--- src/rtl/npu_definitions.sv ---
// Shared NPU constants: local buffer geometry, requester count/indices and
// the arbiter lock-state encoding.
package npu_definitions;

    localparam int DATA_WIDTH    = 32;
    localparam int LB_ADDR_WIDTH = 10;
    localparam int LB_N_REQ      = 3;
    localparam int LB_MAX_LOCK   = 8;

    // Fixed requester slots on the local buffer arbiter
    localparam int LB_REQ_DMA = 0;
    localparam int LB_REQ_PE  = 1;
    localparam int LB_REQ_WB  = 2;

    typedef enum logic {
        LB_IDLE   = 1'b0,
        LB_LOCKED = 1'b1
    } lb_lock_state_e;

endpackage

--- src/rtl/lb_rr_pick.sv ---
// Combinational round-robin picker: first asserted request at or after ptr,
// wrapping modulo N. Returns one-hot grant plus its encoded index.
module lb_rr_pick #(
    parameter int N    = 3,
    parameter int IDXW = 2
) (
    input  logic [N-1:0]    req,
    input  logic [IDXW-1:0] ptr,
    output logic [N-1:0]    grant,
    output logic [IDXW-1:0] idx,
    output logic            any
);

    logic [IDXW-1:0] j;

    always_comb begin
        grant = '0;
        idx   = '0;
        any   = 1'b0;
        j     = ptr;
        for (int k = 0; k < N; k++) begin
            if (!any && req[j]) begin
                grant[j] = 1'b1;
                idx      = j;
                any      = 1'b1;
            end
            j = (j == IDXW'(N - 1)) ? '0 : j + IDXW'(1);
        end
    end

endmodule

--- src/rtl/local_buffer_arbiter.sv ---
// Round-robin arbiter sharing one single-port local buffer among N_REQ requesters,
// with bounded lock bursts. Define LOCAL_BUFFER_ARB_PERF_EN to add perf counters.
module local_buffer_arbiter #(
    parameter int N_REQ      = npu_definitions::LB_N_REQ,
    parameter int DATA_WIDTH = npu_definitions::DATA_WIDTH,
    parameter int ADDR_WIDTH = npu_definitions::LB_ADDR_WIDTH,
    parameter int MAX_LOCK   = npu_definitions::LB_MAX_LOCK
) (
    input  logic                        clk,
    input  logic                        rst_n,
`ifdef LOCAL_BUFFER_ARB_PERF_EN
    input  logic                        perf_clr,
    output logic [N_REQ*32-1:0]         perf_grant_cnt,
    output logic [31:0]                 perf_conflict_cnt,
`endif
    input  logic [N_REQ-1:0]            req_valid,
    input  logic [N_REQ-1:0]            req_we,
    input  logic [N_REQ-1:0]            req_lock,
    input  logic [N_REQ*ADDR_WIDTH-1:0] req_addr,
    input  logic [N_REQ*DATA_WIDTH-1:0] req_wdata,
    output logic [N_REQ-1:0]            req_ready,
    output logic [N_REQ-1:0]            rsp_valid,
    output logic [DATA_WIDTH-1:0]       rsp_rdata,
    output logic                        buf_ce,
    output logic                        buf_we,
    output logic [ADDR_WIDTH-1:0]       buf_addr,
    output logic [DATA_WIDTH-1:0]       buf_wdata,
    input  logic [DATA_WIDTH-1:0]       buf_rdata
);
    import npu_definitions::*;

    localparam int IDXW = $clog2(N_REQ);
    localparam int CNTW = 8;

    lb_lock_state_e  state_reg, state_next;
    logic [IDXW-1:0] ptr_reg, ptr_next;
    logic [IDXW-1:0] owner_reg, owner_next;
    logic [CNTW-1:0] lock_cnt_reg, lock_cnt_next;
    logic            miss_reg, miss_next;
    logic [N_REQ-1:0] rsp_valid_reg;

    logic [N_REQ-1:0] pick_grant;
    logic [IDXW-1:0]  pick_idx;
    logic             pick_any;
    logic             gnt_any;
    logic [IDXW-1:0]  gnt_idx;

    logic [ADDR_WIDTH-1:0] addr_arr  [N_REQ];
    logic [DATA_WIDTH-1:0] wdata_arr [N_REQ];

    generate
        for (genvar gi = 0; gi < N_REQ; gi++) begin : g_unpack
            assign addr_arr[gi]  = req_addr[gi*ADDR_WIDTH +: ADDR_WIDTH];
            assign wdata_arr[gi] = req_wdata[gi*DATA_WIDTH +: DATA_WIDTH];
        end
    endgenerate

    function automatic logic [IDXW-1:0] next_idx(input logic [IDXW-1:0] i);
        return (i == IDXW'(N_REQ - 1)) ? '0 : i + IDXW'(1);
    endfunction

    lb_rr_pick #(
        .N    (N_REQ),
        .IDXW (IDXW)
    ) u_pick (
        .req   (req_valid),
        .ptr   (ptr_reg),
        .grant (pick_grant),
        .idx   (pick_idx),
        .any   (pick_any)
    );

    always_comb begin
        state_next    = state_reg;
        ptr_next      = ptr_reg;
        owner_next    = owner_reg;
        lock_cnt_next = lock_cnt_reg;
        miss_next     = miss_reg;
        gnt_any       = 1'b0;
        gnt_idx       = pick_idx;
        req_ready     = '0;
        if (rst_n) begin
            case (state_reg)
                LB_IDLE: begin
                    if (pick_any) begin
                        gnt_any = 1'b1;
                        // A single-beat lock budget is spent on the entry beat itself
                        if (req_lock[pick_idx] && MAX_LOCK > 1) begin
                            state_next    = LB_LOCKED;
                            owner_next    = pick_idx;
                            lock_cnt_next = CNTW'(1);
                            miss_next     = 1'b0;
                        end else begin
                            ptr_next = next_idx(pick_idx);
                        end
                    end
                end
                LB_LOCKED: begin
                    gnt_idx = owner_reg;
                    if (req_valid[owner_reg]) begin
                        gnt_any   = 1'b1;
                        miss_next = 1'b0;
                        if (!req_lock[owner_reg] || lock_cnt_reg >= CNTW'(MAX_LOCK - 1)) begin
                            state_next    = LB_IDLE;
                            ptr_next      = next_idx(owner_reg);
                            lock_cnt_next = '0;
                        end else begin
                            lock_cnt_next = lock_cnt_reg + CNTW'(1);
                        end
                    end else if (miss_reg) begin
                        state_next    = LB_IDLE;
                        ptr_next      = next_idx(owner_reg);
                        lock_cnt_next = '0;
                        miss_next     = 1'b0;
                    end else begin
                        // First idle cycle of the owner: hold the bubble
                        miss_next = 1'b1;
                    end
                end
                default: state_next = LB_IDLE;
            endcase
        end
        if (gnt_any) req_ready[gnt_idx] = 1'b1;
    end

    assign buf_ce    = gnt_any;
    assign buf_we    = gnt_any & req_we[gnt_idx];
    assign buf_addr  = gnt_any ? addr_arr[gnt_idx]  : '0;
    assign buf_wdata = gnt_any ? wdata_arr[gnt_idx] : '0;
    assign rsp_valid = rsp_valid_reg;
    assign rsp_rdata = buf_rdata;

    always_ff @(posedge clk or negedge rst_n) begin
        if (!rst_n) begin
            state_reg     <= LB_IDLE;
            ptr_reg       <= '0;
            owner_reg     <= '0;
            lock_cnt_reg  <= '0;
            miss_reg      <= 1'b0;
            rsp_valid_reg <= '0;
        end else begin
            state_reg     <= state_next;
            ptr_reg       <= ptr_next;
            owner_reg     <= owner_next;
            lock_cnt_reg  <= lock_cnt_next;
            miss_reg      <= miss_next;
            rsp_valid_reg <= req_ready & ~req_we;
        end
    end

`ifdef LOCAL_BUFFER_ARB_PERF_EN
    logic [31:0] conflict_cnt_reg;
    logic        multi_valid;

    assign multi_valid       = |(req_valid & (req_valid - N_REQ'(1)));
    assign perf_conflict_cnt = conflict_cnt_reg;

    always_ff @(posedge clk or negedge rst_n) begin
        if (!rst_n)                               conflict_cnt_reg <= '0;
        else if (perf_clr)                        conflict_cnt_reg <= '0;
        else if (multi_valid && ~&conflict_cnt_reg) conflict_cnt_reg <= conflict_cnt_reg + 32'd1;
    end

    generate
        for (genvar gi = 0; gi < N_REQ; gi++) begin : g_perf
            logic [31:0] grant_cnt_reg;
            assign perf_grant_cnt[gi*32 +: 32] = grant_cnt_reg;
            always_ff @(posedge clk or negedge rst_n) begin
                if (!rst_n)        grant_cnt_reg <= '0;
                else if (perf_clr) grant_cnt_reg <= '0;
                else if (req_ready[gi] && req_valid[gi] && ~&grant_cnt_reg)
                    grant_cnt_reg <= grant_cnt_reg + 32'd1;
            end
        end
    endgenerate
`endif

endmodule

--- config.mk ---
export PLATFORM = sky130hd
export DESIGN_NAME = local_buffer_arbiter
export DESIGN_NICKNAME = d
export VERILOG_FILES = /design/src/rtl/npu_definitions.sv /design/src/rtl/lb_rr_pick.sv /design/src/rtl/local_buffer_arbiter.sv
export SDC_FILE = /design/constraint.sdc
export NUM_CORES = 1
export LEC_CHECK = 0
export BUFFER_PORTS_ARGS = -buffer_cell sky130_fd_sc_hd__buf_2
export CAP_MARGIN = 10
export CORE_AREA = 2 2 98 100
export CTS_BUF_LIST = sky130_fd_sc_hd__clkbuf_2
export DETAILED_ROUTE_END_ITERATION = 16
export DIE_AREA = 0 0 100 102
export PLACE_DENSITY = 0.76
export SLEW_MARGIN = 20
export SYNTH_ARGS = -nofsm -noshare
export SYNTH_HDL_FRONTEND = slang
export SYNTH_SLANG_ARGS = --single-unit
--- constraint.sdc ---
create_clock -name clk -period 1.83 [get_ports clk]
set_clock_uncertainty 0.1 [all_clocks]
set_input_delay 0.0915 -clock clk [delete_from_list [all_inputs] [get_ports clk]]
set_output_delay 0.0915 -clock clk [all_outputs]
set_load 0.01 [all_outputs]
==> results of run 1 <==
-- metal layers --
layer  part of all wire  wire [um]  track usage
met2               0.53       6630        0.352
met3              0.078        987       0.0390
met5                  0          0            0
met4              0.024        304       0.0548
met1               0.37       4700        0.236
-- per-stage QoR --
stage | hold slack, ps | total power [mW]
floorplan | -304 | 3.20
global placement | -37.3 | 4.10
detailed placement | -26.8 | 4.20
CTS | 74.0 | 5.36
global route | 83.0 | 6.87
finish | 83.0 | 6.55
-- power by group through the flow --
stage | Clock (mW) | Sequential (mW) | Combinational (mW)
4_1_cts | 0.188 | 0.554 | 4.62
2_1_floorplan | 0 | 0.545 | 2.66
3_3_place_gp | 0 | 0.573 | 3.53
5_1_grt | 0.206 | 0.583 | 6.08
6_report | 0.184 | 0.571 | 5.79
3_5_place_dp | 0 | 0.582 | 3.62
-- final timing paths --
check | startpoint | depth (start not counted) | endpoint | slack (ps)
worst max-delay path | ptr_reg[1] | 10 | buf_addr[0] | -570
worst min-delay path | buf_rdata[20] | 0 | rsp_rdata[20] | 80
worst max register to register | ptr_reg[0] | 9 | ptr_reg[1] | -480
worst min register to register | lock_cnt_reg[4] | 1 | lock_cnt_reg[4] | 410
max in group asynchronous | rst_n | 3 | owner_reg[0] | 690
min in group asynchronous | rst_n | 3 | ptr_reg[0] | 400
-- cell families after synthesis --
logic type	count (synthesis)	share of synthesized area
adder cells (fa/ha/maj)	1	0.00533
AND/OR/NAND/NOR	88	0.178
flip-flops	17	0.181
multiplexers	52	0.224
buffers and inverters	65	0.185
AO/OA/AOI/OAI	76	0.226
-- timing repair --
| action | in CTS | in global routing |
|---|---|---|
| buffers inserted | 17 | 13 |
| hold buffers | 4 | 0 |
| cloned | 7 | 9 |
| pin swaps | 7 | 13 |
| resized for setup | 42 | 87 |
| hold endpoints to repair | 20 | 0 |
| setup endpoints to repair | 63 | 64 |
-- cells in the mapped netlist (6+ instances only) --
cell	number
buf_4	39
dfrtp_1	17
buf_2	6
o22ai_1	43
nor2_1	6
clkbuf_1	7
inv_1	8
mux2i_1	48
nand2_1	54
a21oi_1	8
-- layout make-up --
class                      count  area [sq um]
fill                         772          4120
multi-input combinational    217          2300
timing repair buffer         265          2070
sequential                    17           429
tap                          111           139
inverter                       8          35.0
clock buffer                   4          20.0
==> out/metrics.cfg, run 1 <==
[floorplanning]
die_area_sq_um=10200
die_y_um=102
ios=251
row_count=35
die_w_um=100
coreArea_sq_um=9110
initial_core_util=0.258

[clock_tree]
clockRootBuffer=clkbuf_2
clkTransAtPathRegs_ps=170
cts_tree=yes
cts.sinks=17
clockBufferDepth=2
cts_made_buffers=3
clk_latency_ps=300
htreeDepth=1

[worst_setup_path]
critical-path-top-delay-family=compound AO/OA/AOI/OAI gates
cpMostUsedCell=a21oi_4
required_ps=1640
crit_chain=a21oi_4, o211ai_4, nor2_4, a21oi_4, buf_6, buf_8, buf_16, mux2i_1, o22ai_2, buf_2
crit_path_end_kind=output port
cp-start-kind=flip-flop
slowest_delay_ps=490
path_buf_inv=4
crit_fanout=6
criticalPathCategory=reg2out
slowest_stage=dfrtp_2
critPathArrivalTime_ps=2210

[timing]
post-route-min-period_ps=2400
hold_violations=0
relSlewSlack=0.462
min_period_over_period=1.31
fmax_mhz=416
fin_ws_ps=-572
grt_setup_unrepaired=true
tightestPinTransition_ps=804
slew_violations=0
setup_viol_count_final=64
fin_setup_tns_ps=-26090

[layout]
finish.instance_area_sq_um=4990
drive_gt1_frac=0.759
final_nets=682
largest_reg_flops=8
layout_commonest_cell=buf_2
layoutNonFillerInstCount=622
finalCoreUtilization=0.548
mostFrequentLayoutCells=buf_2, nand2_1, buf_4, o22ai_2, mux2i_1
syn_to_final_growth_pct=112
num_antenna_cells=0

[power]
swShare=0.438
ir_drop_v=0.000603
p_sw_mw=2.87
cellPowerDensity_nw_per_um2=1310
pwr-share-seq=0.087
clkPwrFrac=0.028
power.internal_mw=3.68
leakage_nw=2.36
combPwrFrac=0.885

[placement]
placed_area_sq_um=3720
dp_cells=571
place_ws_ps=-271
place.gp.congestion=0.860
io_buffers=186
dp_hpwl_um=7580

[route]
drt_wl_total_um=12600
vias_per_cell=5.23
wl_per_cell_um=20.3
vias=3254
drtIter0Drc=108
dr.pass1.iters=5
ant_nets=0
drc=0

[synth]
synth_edf_count=0
ys.flop_type=dfrtp_1
syn_area_sq_um=2350
yosys-top-cells-area=mux2i_1, dfrtp_1, buf_4, o22ai_1, nand2_1
syn_avg_cell_area_sq_um=7.85
synth_seq_cells=17
synth-async-reset-ratio=1.00
yosysSeqAreaShare=0.181
synthesis.nets=469
synthesis.instances=299
synth.largest_area_cell=mux2i_1
netlist-cell-type-count=44
yosys_warnings=0
synth_top_area_frac=0.205

[hold_path]
hp-class=in2out

[run_status]
status=finished, violations left
violations=negative setup slack

[global_route]
antenna_found_initial=0
track_usage=0.195
gr-total-overflow=0
grt_max_degree=46
grt_pass1_wl_um=15800
grt_pass1_vias=3086

[flow_run]
cap_violations=0

Power figures use the tool's default switching activity.
==> inputs of run 2 (changes only) <==
--- a/config.mk
+++ b/config.mk
@@ -12,6 +12,7 @@
 export DETAILED_ROUTE_END_ITERATION = 16
 export DIE_AREA = 0 0 100 102
 export PLACE_DENSITY = 0.76
+export SETUP_SLACK_MARGIN = 0.4
 export SLEW_MARGIN = 20
 export SYNTH_ARGS = -nofsm -noshare
 export SYNTH_HDL_FRONTEND = slang
==> run 2 against run 1 <==
The run still ends with negative setup slack left. Global-route usage shrank 3.1 points. Clock-buffer cell count shrank 1. Clock power grew 4%. Non-clock buffer count shrank 12. Largest power group unchanged.
==> out/metrics.cfg, run 2 (synthesized netlist as in run 1, its figures left out) <==
[layout]
mostFrequentLayoutCells=buf_2, nand2_1, buf_4, mux2i_1, o22ai_2
drive_gt1_frac=0.711  ; -0.0479
num_antenna_cells=0  ; unchanged
largest_reg_flops=8  ; unchanged
final_nets=670  ; -1.8%
layoutNonFillerInstCount=610  ; -1.9%
syn_to_final_growth_pct=92.1
layout_commonest_cell=buf_2
finalCoreUtilization=0.495  ; -0.0523

[worst_setup_path]
criticalPathCategory=reg2out
crit_path_end_kind=output port
crit_chain=mux2i_1, o21ai_2, mux2i_2, nor2_4, nand2_4, clkbuf_16, o22ai_2, buf_2
required_ps=1640  ; about the same
critical-path-top-delay-family=flip-flops
ff2ff_setup_slack_ps=-270  ; +210 ps
path_buf_inv=2  ; -2
crit_fanout=15  ; +9
slowest_delay_ps=480  ; about the same
cp-start-kind=flip-flop
slowest_stage=dfrtp_2
critPathArrivalTime_ps=2130  ; -80 ps

[floorplanning]
row_count=35  ; unchanged
ios=251  ; unchanged
die_y_um=102  ; unchanged
initial_core_util=0.258  ; unchanged
coreArea_sq_um=9110  ; unchanged
die_area_sq_um=10200  ; unchanged
die_w_um=100  ; unchanged

[global_route]
grt_max_degree=31  ; -33%
grt_pass1_vias=2940  ; -4.7%
gr-total-overflow=0  ; unchanged
grt_pass1_wl_um=13700  ; -13%
track_usage=0.164  ; -0.0307
antenna_found_initial=0  ; unchanged

[flow_run]
cap_violations=0  ; unchanged

[timing]
grt_setup_unrepaired=true
hold_violations=0  ; unchanged
relSlewSlack=0.450  ; -0.0118
fin_setup_tns_ps=-21710  ; +4380 ps
fin_ws_ps=-487  ; +84.4 ps
holdWs_ps=83.0  ; -0.000600 ps
fmax_mhz=432  ; +3.6%
setup_viol_count_final=60  ; -6.3%
min_period_over_period=1.27  ; -0.0461
slew_violations=0  ; unchanged
post-route-min-period_ps=2320  ; -84.4 ps
tightestPinTransition_ps=822  ; +17.7 ps

[route]
ant_nets=0  ; unchanged
drc=0  ; unchanged
wl_per_cell_um=16.1  ; -21%
drt_wl_total_um=9810  ; -22%
dr.pass1.iters=4  ; -1
drtIter0Drc=82  ; -24%
vias_per_cell=4.99  ; -4.7%
vias=3041  ; -6.5%

[run_status]
violations=negative setup slack
status=finished, violations left

[power]
ir_drop_v=0.000492  ; -18%
total_power_mw=5.62  ; -14%
cellPowerDensity_nw_per_um2=1250  ; -5.1%
leakage_nw=2.19  ; -7.3%

[clock_tree]
clkTransAtPathRegs_ps=200  ; +30 ps
cts.sinks=17  ; unchanged
cts_made_buffers=3  ; unchanged
cts_tree=yes
htreeDepth=1  ; unchanged
clockBufferDepth=2  ; unchanged
clk_latency_ps=310  ; about the same
clockRootBuffer=clkbuf_2

[placement]
dp_cells=585  ; +2.5%
io_buffers=186  ; unchanged
place.gp.congestion=0.924  ; +7.4%
dp_hpwl_um=7450  ; -1.7%

[hold_path]
hp-class=in2out

-- run 2: cell types whose count changed in the layout (fill, tap and decap cells not counted), moves of 4 or more --
cell,delta
nand2_2,-10
clkbuf_16,-5
buf_16,-4
buf_2,+5
o22ai_1,+5
nand2_1,+11
mux2i_4,-5
buf_6,-5
-- run 2: final timing paths --
path | start | to | cells past startpoint
max | owner_reg[0] | buf_we | 8
min | buf_rdata[17] | rsp_rdata[17] | 0
max reg2reg | ptr_reg[1] | ptr_reg[0] | 7
min reg2reg | lock_cnt_reg[3] | lock_cnt_reg[3] | 1
max in group asynchronous | rst_n | ptr_reg[0] | 3
min in group asynchronous | rst_n | lock_cnt_reg[7] | 3
-- run 2: power breakdown --
| group | switching, mW | internal [mW] | total [mW] |
|---|---|---|---|
| logic | 2.26 | 2.59 | 4.85 |
| registers | 0.100 | 0.476 | 0.576 |
| clock network | 0.141 | 0.0509 | 0.192 |
| total | 2.50 | 3.12 | 5.62 |
-- run 2: final cells by class --
| type | count | area (sq um) |
|---|---|---|
| Fill cell | 823 | 4600 |
| Multi-Input combinational cell | 217 | 2160 |
| Timing Repair Buffer | 253 | 1730 |
| Sequential cell | 17 | 429 |
| Tap cell | 111 | 139 |
| Inverter | 8 | 30.0 |
| Clock buffer | 3 | 15.0 |
| Clock inverter | 1 | 7.51 |
-- run 2: repair_timing --
| action | in CTS | in global routing |
|---|---|---|
| endpoints found under the setup margin | 64 | 64 |
| buffers inserted | 11 | 2 |
| hold buffers | 4 | 0 |
| gates resized for setup | 27 | 29 |
| gates cloned | 1 | 3 |
| pin swaps | 7 | 5 |
| endpoints found under the hold margin | 20 | 0 |
-- run 2: through the flow --
stage               instance area (sq um)  worst slack [ps]
floorplan                            2980             -88.2
global placement                     4000              -165
detailed placement                   4000              -249
CTS                                  4290              -482
global route                         4510              -585
finish                               4510              -487
-- run 2: layer usage --
layer / GRT usage / up-vias / routed length (um)
li1: - / 1453 / -
met5: 0 / - / 0
met4: 0.0653 / 0 / 189
met1: 0.193 / 1422 / 3790
met2: 0.300 / 144 / 5180
met3: 0.0253 / 22 / 653
==> inputs of run 3 (changes only) <==
--- a/config.mk
+++ b/config.mk
@@ -11,7 +11,7 @@
 export CTS_BUF_LIST = sky130_fd_sc_hd__clkbuf_2
 export DETAILED_ROUTE_END_ITERATION = 16
 export DIE_AREA = 0 0 100 102
-export PLACE_DENSITY = 0.76
+export PLACE_DENSITY = 0.65
 export SETUP_SLACK_MARGIN = 0.4
 export SLEW_MARGIN = 20
 export SYNTH_ARGS = -nofsm -noshare
==> run 3 against run 2 <==
The run still ends with negative setup slack left. Sequential share of layout area shrank 0.35 points. Cell count is the same. Worst hold slack is the same. Sequential cell count is the same. Non-clock buffer count is the same. Fmax shrank 2.7%. Clock-buffer cell count is the same. Total power grew 2.3%. First-iteration DRC count shrank 4.9%. Critical path depth grew 1. Critical endpoint is now buf_wdata[8]. Largest cell class unchanged. Highest routed layer unchanged.
==> out/metrics.cfg, run 3 (synthesized netlist as in run 1, its figures left out) <==
[floorplanning]
die_area_sq_um=10200  ; unchanged
ios=251  ; unchanged
die_y_um=102  ; unchanged
die_w_um=100  ; unchanged
initial_core_util=0.258  ; unchanged
row_count=35  ; unchanged
coreArea_sq_um=9110  ; unchanged

[power]
leakage_nw=2.26  ; +3.3%
cellPowerDensity_nw_per_um2=1230  ; -1.5%
total_power_mw=5.75  ; +2.3%
ir_drop_v=0.000478  ; -2.8%

[clock_tree]
clockRootBuffer=clkbuf_2
cts_tree=yes
clk_latency_ps=320  ; about the same
cts.sinks=17  ; unchanged
clkTransAtPathRegs_ps=190  ; about the same
htreeDepth=1  ; unchanged
cts_made_buffers=3  ; unchanged
clockBufferDepth=2  ; unchanged

[placement]
io_buffers=186  ; unchanged
place.gp.congestion=0.880  ; -4.7%
placed_area_sq_um=3980  ; -0.44%
dp_hpwl_um=7300  ; -2.0%

[worst_setup_path]
worstReg2RegStart=ptr_reg[1]
required_ps=1640  ; about the same
cp-start-kind=flip-flop
crit_fanout=11  ; -4
ff2ff_setup_slack_ps=-250  ; +20 ps
r2r_end=ptr_reg[0]
critPathArrivalTime_ps=2190  ; +60 ps
worstRegToRegCells=7  ; unchanged
crit_path_end_kind=output port
criticalPathCategory=reg2out

[layout]
finalCoreUtilization=0.514  ; +0.0188
drive_gt1_frac=0.747  ; +0.0361
largest_reg_flops=8  ; unchanged
syn_to_final_growth_pct=99.4
final_nets=670  ; unchanged
finish.instance_area_sq_um=4680  ; +3.8%
mostFrequentLayoutCells=buf_2, buf_4, nand2_1, mux2i_1, o22ai_2
layout_commonest_cell=buf_2
n_fill_cell=849  ; +3.2%
num_antenna_cells=0  ; unchanged

[route]
vias=3035  ; -0.20%
ant_nets=0  ; unchanged
drtIter0Drc=78  ; -4.9%
dr.pass1.iters=4  ; unchanged
wl_per_cell_um=16.4  ; +2.2%
drc=0  ; unchanged
drt_wl_total_um=10000  ; +2.2%
vias_per_cell=4.98  ; -0.20%

[run_status]
status=finished, violations left
violations=negative setup slack

[global_route]
gr-total-overflow=0  ; unchanged
grt_max_degree=23  ; -26%
track_usage=0.170  ; +0.00574
antenna_found_initial=0  ; unchanged
grt_pass1_vias=2957  ; +0.58%
grt_pass1_wl_um=14100  ; +3.0%

[timing]
fin_setup_tns_ps=-26150  ; -4440 ps
fin_ws_ps=-551  ; -63.7 ps
relSlewSlack=0.472  ; +0.0216
tightestPinTransition_ps=790  ; -32.3 ps
hold_violations=0  ; unchanged
min_period_over_period=1.30  ; +0.0348
setup_viol_count_final=62  ; +3.3%
slew_violations=0  ; unchanged
grt_setup_unrepaired=true
post-route-min-period_ps=2380  ; +63.7 ps
fmax_mhz=420  ; -2.7%
holdWs_ps=83.0  ; unchanged

[hold_path]
hp-class=in2out
min_delay_worst_endpoint=rsp_rdata[19]
hold_path_depth=0  ; unchanged
min_from=buf_rdata[19]

[flow_run]
cap_violations=0  ; unchanged

-- run 3: cell types whose count changed in the layout (fill, tap and decap cells not counted), moves of 4 or more --
cell	delta
nand2_2	+16
o22ai_1	-4
o22ai_2	+4
mux2i_1	+6
buf_2	-7
nand2_1	-19
buf_6	+7
mux2i_2	-8
-- run 3: layer usage --
metal  wire, um  share of wire  vias to the layer above  GRT usage
li1           -              -                     1456          -
met4        151          0.015                        0     0.0495
met3        692          0.069                       16     0.0267
met5          0              0                        -          0
met1       3980           0.40                     1418      0.196
met2       5200           0.52                      145      0.323
-- run 3: critical path, cell delays in order (launching register included) --
cell       delay (ps)
dfrtp_2           470
nand3b_1          200
buf_4             160
o21ai_4            70
mux2i_2           110
nor2_4            180
nand2_4           130
clkbuf_16         210
o22ai_2           160
buf_2             160
-- run 3: timing repair --
item | in CTS | in global routing
cloned | 2 | 5
pin swaps | 8 | 11
hold endpoints to repair | 20 | 17
buffers inserted | 10 | 4
hold buffers | 3 | 1
gates resized for setup | 42 | 43
setup endpoints to repair | 64 | 64
-- run 3: cell type report --
type / instances / area [sq um] / share of cell area
multi-input cells: 217 / 2250 / 0.481
well taps: 111 / 139 / 0.0297
repair buffers: 253 / 1810 / 0.386
clock buffers: 3 / 15.0 / 0.00321
flip-flops and latches: 17 / 429 / 0.0916
clock inverters: 1 / 5.00 / 0.00107
inverters: 8 / 32.5 / 0.00695
-- run 3: worst max-delay path by stage --
stage / slack (ps) / from / cells past startpoint / end
finish: -550 / owner_reg[0] / 9 / buf_wdata[8]
global route: -670 / owner_reg[0] / 9 / buf_wdata[5]
CTS: -490 / owner_reg[0] / 10 / buf_addr[4]
detailed placement: -230 / owner_reg[0] / 9 / buf_wdata[6]
global placement: -180 / ptr_reg[1] / 9 / buf_wdata[16]
floorplan: -90 / owner_reg[0] / 7 / ptr_reg[0]
-- run 3: through the flow --
step,instances,setup WS (ps)
2_1_floorplan,299,-88.2
3_3_place_gp,581,-182
3_5_place_dp,581,-232
4_1_cts,600,-494
5_1_grt,610,-665
6_report,610,-551
-- run 3: power by group --
| group | total, mW | internal (mW) | leakage (nW) | switching [mW] |
|---|---|---|---|---|
| Clock | 0.186 | 0.0495 | 0.0164 | 0.136 |
| Sequential | 0.578 | 0.476 | 0.221 | 0.102 |
| Combinational | 4.98 | 2.67 | 2.03 | 2.31 |
